===== src/rtl/event_tx_queue.sv =====
// ---------------------------------------------------------------------------
// event_tx_queue
// Board-to-host transmit path. One-cycle board events are captured into
// pending flags, converted to protocol bytes by a fixed-priority arbiter,
// buffered in a small FIFO and handed one at a time to async_transmitter
// through its TxD_start / TxD_busy handshake.
//
// Ports
//   clk, reset          system clock, asynchronous active-high reset
//   user_turn_done      event pulse, byte 8'h01
//   draw                event pulse, byte 8'h03
//   resign              event pulse, byte 8'h02
//   new_game            event pulse, byte {2'b11, black_setting, white_setting};
//                       also flushes everything queued behind it
//   movement_done       event pulse, byte 8'h04
//   reset_done          event pulse, byte 8'h05
//   offset_done         event pulse, byte 8'h06
//   scan_valid/byte     event pulse, scan_byte sent raw
//   black/white_setting sampled with new_game
//   TxD_busy            transmitter busy
//   TxD_start           one-cycle start strobe
//   TxD_data            byte to send, held until the next strobe
//   queue_empty         FIFO empty and nothing pending
//   overflow            sticky: a scan byte was dropped
// ---------------------------------------------------------------------------
module event_tx_queue #(
  parameter int DEPTH = 8,
  parameter int AW    = 3
) (
  input  logic         clk,
  input  logic         reset,
  input  logic         user_turn_done,
  input  logic         draw,
  input  logic         resign,
  input  logic         new_game,
  input  logic         movement_done,
  input  logic         reset_done,
  input  logic         offset_done,
  input  logic         scan_valid,
  input  logic [7:0]   scan_byte,
  input  logic [2:0]   black_setting,
  input  logic [2:0]   white_setting,
  input  logic         TxD_busy,
  output logic         TxD_start,
  output logic [7:0]   TxD_data,
  output logic         queue_empty,
  output logic         overflow
);

  // Pending-flag index doubles as priority: bit 0 is served first.
  localparam int P_SCAN = 0, P_MOVE = 1, P_RST = 2, P_OFS = 3,
                 P_TURN = 4, P_DRAW = 5, P_RESIGN = 6, P_NEWG = 7;

  typedef enum logic [1:0] {S_IDLE, S_START, S_HOLD, S_WAIT} tx_state_t;

  logic [7:0]    r_pend;
  logic [7:0]    r_scan_hold;
  logic [7:0]    r_ng_code;
  logic          r_overflow;
  logic [7:0]    r_mem [DEPTH];
  logic [AW-1:0] r_wptr, r_rptr;
  logic [AW:0]   r_count;
  logic [7:0]    r_tx_data;
  tx_state_t     r_state, w_next;

  logic [7:0]    w_pulse, w_accept, w_lowest, w_grant, w_wr_byte;
  logic          w_full, w_wr, w_pop, w_scan_free;

  assign w_pulse = {new_game, resign, draw, user_turn_done,
                    offset_done, reset_done, movement_done, scan_valid};

  // ---------------- arbiter ----------------
  assign w_full   = (r_count == (AW+1)'(DEPTH));
  assign w_wr     = (r_pend != 8'd0) && !w_full;
  assign w_lowest = r_pend & (~r_pend + 8'd1);   // isolate lowest set bit
  assign w_grant  = w_wr ? w_lowest : 8'd0;

  // NOTE: every signal driven in always_comb gets a default first, so no path
  // leaves it unassigned and no latch is inferred.
  always_comb begin
    w_wr_byte = 8'h00;
    case (1'b1)
      w_grant[P_SCAN]:   w_wr_byte = r_scan_hold;
      w_grant[P_MOVE]:   w_wr_byte = 8'h04;
      w_grant[P_RST]:    w_wr_byte = 8'h05;
      w_grant[P_OFS]:    w_wr_byte = 8'h06;
      w_grant[P_TURN]:   w_wr_byte = 8'h01;
      w_grant[P_DRAW]:   w_wr_byte = 8'h03;
      w_grant[P_RESIGN]: w_wr_byte = 8'h02;
      w_grant[P_NEWG]:   w_wr_byte = r_ng_code;
      default:           w_wr_byte = 8'h00;
    endcase
  end

  // ---------------- capture ----------------
  // The scan holding register is free if nothing is held, or if the held byte
  // is moving into the FIFO on this very edge.
  assign w_scan_free = !r_pend[P_SCAN] || w_grant[P_SCAN];

  always_comb begin
    w_accept         = w_pulse;
    w_accept[P_SCAN] = scan_valid && w_scan_free;
  end

  // NOTE: sequential state is assigned with <= so every register samples the
  // pre-edge values regardless of statement order.
  always_ff @(posedge clk or posedge reset) begin
    if (reset) begin
      r_pend      <= 8'd0;
      r_scan_hold <= 8'd0;
      r_ng_code   <= 8'd0;
      r_overflow  <= 1'b0;
    end else if (new_game) begin
      // Flush: only the new_game flag survives, overflow history is dropped.
      r_pend      <= 8'd1 << P_NEWG;
      r_ng_code   <= {2'b11, black_setting, white_setting};
      r_scan_hold <= 8'd0;
      r_overflow  <= 1'b0;
    end else begin
      r_pend <= (r_pend & ~w_grant) | w_accept;
      if (w_accept[P_SCAN]) r_scan_hold <= scan_byte;
      if (scan_valid && !w_scan_free) r_overflow <= 1'b1;
    end
  end

  // ---------------- FIFO ----------------
  // NOTE: the storage array has no reset; pointers and count define validity,
  // so clearing the data itself would buy nothing.
  always_ff @(posedge clk) begin
    if (w_wr) r_mem[r_wptr] <= w_wr_byte;
  end

  always_ff @(posedge clk or posedge reset) begin
    if (reset) begin
      r_wptr  <= '0;
      r_rptr  <= '0;
      r_count <= '0;
    end else if (new_game) begin
      r_wptr  <= '0;
      r_rptr  <= '0;
      r_count <= '0;
    end else begin
      if (w_wr)  r_wptr <= r_wptr + 1'b1;
      if (w_pop) r_rptr <= r_rptr + 1'b1;
      case ({w_wr, w_pop})
        2'b10:   r_count <= r_count + 1'b1;
        2'b01:   r_count <= r_count - 1'b1;
        default: r_count <= r_count;
      endcase
    end
  end

  // ---------------- TX FSM ----------------
  always_ff @(posedge clk or posedge reset) begin
    if (reset) begin
      r_state   <= S_IDLE;
      r_tx_data <= 8'h00;
    end else begin
      r_state <= w_next;
      if (w_pop) r_tx_data <= r_mem[r_rptr];
    end
  end

  // START and HOLD cover the cycle before the transmitter raises busy, so
  // WAIT never sees a stale busy=0 from before the strobe.
  always_comb begin
    w_next = r_state;
    w_pop  = 1'b0;
    case (r_state)
      S_IDLE:  if (r_count != '0 && !TxD_busy) begin
                 w_pop  = 1'b1;
                 w_next = S_START;
               end
      S_START: w_next = S_HOLD;
      S_HOLD:  w_next = S_WAIT;
      S_WAIT:  if (!TxD_busy) w_next = S_IDLE;
      default: w_next = S_IDLE;
    endcase
  end

  assign TxD_start   = (r_state == S_START);
  assign TxD_data    = r_tx_data;
  assign queue_empty = (r_count == '0) && (r_pend == 8'd0);
  assign overflow    = r_overflow;

endmodule


===== config.mk =====
export PLATFORM = sky130hd
export DESIGN_NAME = event_tx_queue
export DESIGN_NICKNAME = d
export VERILOG_FILES = /design/src/rtl/event_tx_queue.sv
export SDC_FILE = /design/constraint.sdc
export NUM_CORES = 1
export LEC_CHECK = 0
export CAP_MARGIN = 20
export CORE_ASPECT_RATIO = 0.8
export CORE_MARGIN = 1
export CORE_UTILIZATION = 62
export CTS_BUF_LIST = sky130_fd_sc_hd__clkbuf_16
export CTS_CLUSTER_SIZE = 25
export DETAILED_ROUTE_END_ITERATION = 7
export GPL_TIMING_DRIVEN = 1
export HOLD_SLACK_MARGIN = 0.02
export PLACE_DENSITY = 0.81
export RECOVER_POWER = 25
export SLEW_MARGIN = 20
export SYNTH_ARGS = -nofsm -noshare
export SYNTH_HDL_FRONTEND = slang
export SYNTH_SLANG_ARGS = --single-unit

===== constraint.sdc =====
create_clock -name clk -period 8.34 [get_ports clk]
set_clock_uncertainty 0.2 [all_clocks]
set_input_delay 1.668 -clock clk [delete_from_list [all_inputs] [get_ports clk]]
set_output_delay 1.668 -clock clk [all_outputs]
set_load 0.02 [all_outputs]

### Word level (Yosys, flattened, before mapping)

Memory sizes are Yosys's and may differ from the RTL's. A register that Yosys moved wholly into a read port is not among the register bits.
Cells that the tools add are included.

* register bits: 36
* bits in writable memories: 64
* input bits: 25
* output and inout bits: 11
* logic and storage cells: 75
* memories: 1

Memory list
* r_mem: depth 8, bits a word 8, read ports 1, clocked after memory_dff 1, write ports 1, line 60 `logic [7:0] r_mem [DEPTH];`

* $add $sub $neg: 5
* eq/ne operators: 8
* multiplexer cells: 27
* bitwise logic cells: 5
* reductions and logical operators: 21

Operators with widths (count)
* two-way mux 8 bit: 12
* AND 8 bit: 2
* NOT 8 bit: 2
* two-way mux 3 bit: 4
* adder 8 x 1 -> 8 bit (second input constant): 1
* zero test 8 bit: 1
* OR 8 bit: 1
* case mux 2 bit (4 select lines): 1
* case mux 4 bit (2 select lines): 1
* nonzero test 2 bit: 4
* nonzero test 8 bit: 1
* adder 3 x 1 -> 3 bit (second input constant): 2
* equality test 2 bit (second input constant): 3
* two-way mux 1 bit: 6
* logical AND 1 bit: 5
* adder 4 x 1 -> 4 bit (second input constant): 1
* equality test 2 x 1 -> 1 bit (second input constant): 2
* equality test 4 bit (second input constant): 1
* zero test 1 bit: 4
* zero test 4 bit: 1
* two-way mux 2 bit: 2
* two-way mux 4 bit: 1
* inequality test 2 bit (second input constant): 2
* nonzero test 4 bit: 1
* other kinds (5): 5

### Longest topological paths before layout

* depth in word-level cells: 12
* gate-level depth with buffers: 11
* mapped depth without buffers: 10

### Worst setup path after synthesis

No wires, ideal clock.

* path type: input to register
* start: input TxD_busy
* end: register r_count[3]
* setup time: 0.125 ns
* arrival time: 3.557 ns
* data required time: 8.015 ns
* path slack: 4.457 ns
* stages: 9
* path buffers: 1
* cell sequence: nor3b_2 > buf_2 > nor2b_1 > ha_1 > a21o_1 > a21oi_1 > nor2_1 > a21boi_1 > mux2_4

* longest elaborated chain between the ends: 7
* elaborated cells on any way between the ends: 9
* classes of those cells: 2 x eq/ne; 4 x mux; 3 x reduce/logical

Ends and longest elaborated chain
* start: declaration: line 43 `input logic TxD_busy,`
* zero test 1 bit *
* logical AND 1 bit *: line 170 `S_IDLE: if (r_count != '0 && !TxD_busy) begin`
* two-way mux 1 bit *: line 170
* two-way mux 1 bit *: line 169 `case (r_state)`
* equality test 2 x 1 -> 1 bit / equality test 2 bit (equally long branches): line 145 `case ({w_wr, w_pop})`
* case mux 4 bit (2 select lines): line 145
* two-way mux 4 bit: line 138 `end else if (new_game) begin`
* end signal: assignment: line 146 `2'b10: r_count <= r_count + 1'b1;`
* end signal: assignment: line 147 `2'b01: r_count <= r_count - 1'b1;`
* end signal: assignment: line 148 `default: r_count <= r_count;`
* end: declaration: line 62 `logic [AW:0] r_count;`

Every way passes the cells marked *; elsewhere a longest branch is shown, timed or not.
A chain may end at the register's enable or synchronous reset.

### Worst setup path in the final report

* start: register r_count[0]
* end: register r_count[3]

* longest elaborated chain between the ends: 7
* elaborated cells on any way between the ends: 14
* classes of those cells: 2 x add/sub; 3 x eq/ne; 4 x mux; 5 x reduce/logical

Ends and longest elaborated chain (line)
* nonzero test 4 bit: 170
* logical AND 1 bit: 170
* two-way mux 1 bit: 170
* two-way mux 1 bit: 169
* equality test 2 x 1 -> 1 bit / equality test 2 bit (equally long branches): 145
* case mux 4 bit (2 select lines): 145
* two-way mux 4 bit: 138

Parallel ways exist; a longest one is shown, timed or not.

==> out/results.ini <==
[grt]
grt_pass1_vias=2590
grt_first_pass_wirelength_um=13100
grt_overflow=0
grt_max_degree=45
antenna_found_initial=0
grt_usage_pct=22.8

[clocking]
path_clk_slew_ns=0.07
cts_made_buffers=9
cts_setup_buffers=0
cts_tree=built
cts_hold_buf=0
post_cts_resized=0
cts.sinks=108
h-tree-depth=3
cts_root_buf=clkbuf_16
cts_buffer_depth=2
clock_latency_ns=0.34

[place]
io_buffers=35
gp_congestion=0.762
dp_hpwl_um=5160
post_dp_cell_area_sq_um=5020

[floorplanning]
io_pins=36
core_sq_um=7030
die-area_sq_um=7750
rows=27
start_util_pct=65.3
die_x_um=98.2
die_h_um=79.0

[pwr]
p_leak_nw=2.03
ir_worst_vdd_v=0.000141
fin_total_pwr_mw=1.42
powerDensity_nw_per_um2=268

[route]
wl_per_cell_um=18.1
drt.antenna.violating_nets=0
drt-vias-per-instance=5.98
first_iter_violations=157
drt_pass1_iterations=6
drc=1
vias=2619
postRouteWirelength_um=7930

[synth]
synth_cell_types=41
synth.most_common_cell=edfxtp_1
syn_inst=309
synth.top_cells.by_count=edfxtp_1, nor2_1, dfrtp_1
synth_seq_cells=108
synthTopCellsByArea=edfxtp_1, dfrtp_1, mux4_2, mux2i_1, nor2_1
syn_nets=344
yosysSeqAreaShare_pct=65.9
synth_edf_count=64
yosys_warnings=0
synthArstFlopShare_pct=40.7
syn_avg_cell_area_sq_um=14.9
syn_area_sq_um=4590
yosysTopAreaCell=edfxtp_1
yosysTopAreaCellShare_pct=41.9
ys.flop_type=edfxtp_1

[sta]
slew_headroom_pct=-22.6
finalSetupViolCount=0
final_hold_viol_count=0
rsz0062_at_grt=false
min_period_ns=4.44
timing.final.crit_share_pct=53.3
tightestPinTransition_ns=1.81
slew_viol_final=11
tns_ns=0
max_freq_mhz=225

[job]
maxCapViolations=1

[setup_path]
crit_required_ns=8.36
crit_type=reg -> reg
crit_arrival_ns=4.47
crit_path_start_kind=register
critPathMaxFanout=10
cp-end-kind=register

[outcome]
violations=DRC, capacitance limit, slew limit
run_status=finished with violations

[worst_hold_path]
holdCritPathClass=reg -> reg

[layout]
nets=381
fin_area_sq_um=5310
antennaDiodeCount=0
drive_above_1_share_pct=12.8
area_growth_pct=15.6
postLayoutCoreUtil_pct=75.5

## critical path, cell delays in order (launching register included)
cell      delay [ns]
dfrtp_1         0.46
nor4b_1         1.51
a21oi_1         0.50
nor2b_1         0.41
ha_1            0.30
a21o_1          0.17
a21oi_1         0.20
nor2_1          0.07
a21boi_1        0.19
mux2_4          0.31
## cell families (layout without fill, tap and decap cells)
| kind of cell | count (synthesis) | after routing | share of synthesized area [%] |
|---|---|---|---|
| AO/OA/AOI/OAI | 44 | 44 | 6.08 |
| XOR/XNOR | 5 | 5 | 0.954 |
| adder cells (fa/ha/maj) | 10 | 10 | 2.89 |
| buffers and inverters | 19 | 61 | 1.66 |
| flip-flops | 108 | 108 | 65.9 |
| multiplexers | 41 | 41 | 13.6 |
| AND/OR/NAND/NOR | 82 | 82 | 8.97 |
## routing by layer
metal,track usage [%],vias up,wire length [um]
met1,32.0,1315,3710
met2,36.6,80,3800
met3,5.37,8,375
met5,0,-,0
met4,6.12,0,52
li1,-,1216,-
## area by class of cell
cell class	instances	area [sq um]
Multi-Input combinational cell	182	1460
Timing Repair Buffer	39	377
Inverter	6	22.5
Fill cell	456	1720
Sequential cell	108	3020
Tap cell	87	109
Clock buffer	9	225
Clock inverter	7	83.8
## power breakdown
part / total, mW / leakage (nW) / switching (mW) / internal (mW)
clock: 0.437 / 0.152 / 0.177 / 0.259
sequential: 0.692 / 1.14 / 0.0533 / 0.639
combinational: 0.296 / 0.736 / 0.150 / 0.145
total: 1.42 / 2.03 / 0.381 / 1.04
## placed cells by master, fill, tap and decap left out, types with 2 or more instances in the layout
master / instances
a22o_1: 5
nor2_1: 45
or3_1: 2
xor2_1: 3
edfxtp_1: 64
a21oi_1: 20
ha_1: 9
mux4_2: 16
nor2b_1: 3
nand2b_1: 5
nand2_1: 11
buf_4: 3
nor3_1: 5
mux2_2: 6
mux2i_1: 18
bufinv_16: 2
inv_1: 6
clkinv_1: 2
o21ai_0: 7
clkdlybuf4s50_1: 35
nor4_1: 2
xnor2_1: 2
dfrtp_1: 43
a22oi_1: 3
o21bai_1: 3
clkbuf_16: 9
a21o_1: 2
## flip-flops by register name, summed over array words and instances (netlist names)
name	count
r_scan_hold	8
r_pend	8
r_rptr	3
r_mem	64
overflow	1
TxD_data	8
r_count	4
r_wptr	3
r_ng_code	7
r_state	2
## stage by stage
step / hold WS (ns) / cells / worst slack, ns
final: 0.302 / 438 / 3.90
after CTS: 0.302 / 437 / 4.11
after global placement: 0.282 / 421 / 4.01
after detailed placement: 0.285 / 421 / 3.94
after global routing: 0.330 / 438 / 3.54
after floorplan: 0.264 / 309 / 4.46
## path summary, 6_finish.rpt
| kind | endpoint | cells past startpoint | from | slack (ns) |
|---|---|---|---|---|
| setup / recovery | r_count[3]$_DFFE_PP0P_ | 9 | r_count[0]$_DFFE_PP0P_ | 3.90 |
| hold / removal | r_ng_code[6]$_DFFE_PP0P_ | 1 | r_ng_code[6]$_DFFE_PP0P_ | 0.30 |
| setup reg to reg | r_count[3]$_DFFE_PP0P_ | 9 | r_count[0]$_DFFE_PP0P_ | 3.90 |
| hold reg to reg | r_ng_code[6]$_DFFE_PP0P_ | 1 | r_ng_code[6]$_DFFE_PP0P_ | 0.30 |
| max in group asynchronous | r_rptr[0]$_DFFE_PP0P_ | 2 | reset | 5.65 |
| min in group asynchronous | r_state[0]$_DFFE_PP0P_ | 2 | reset | 1.66 |
Power figures use the tool's default switching activity.
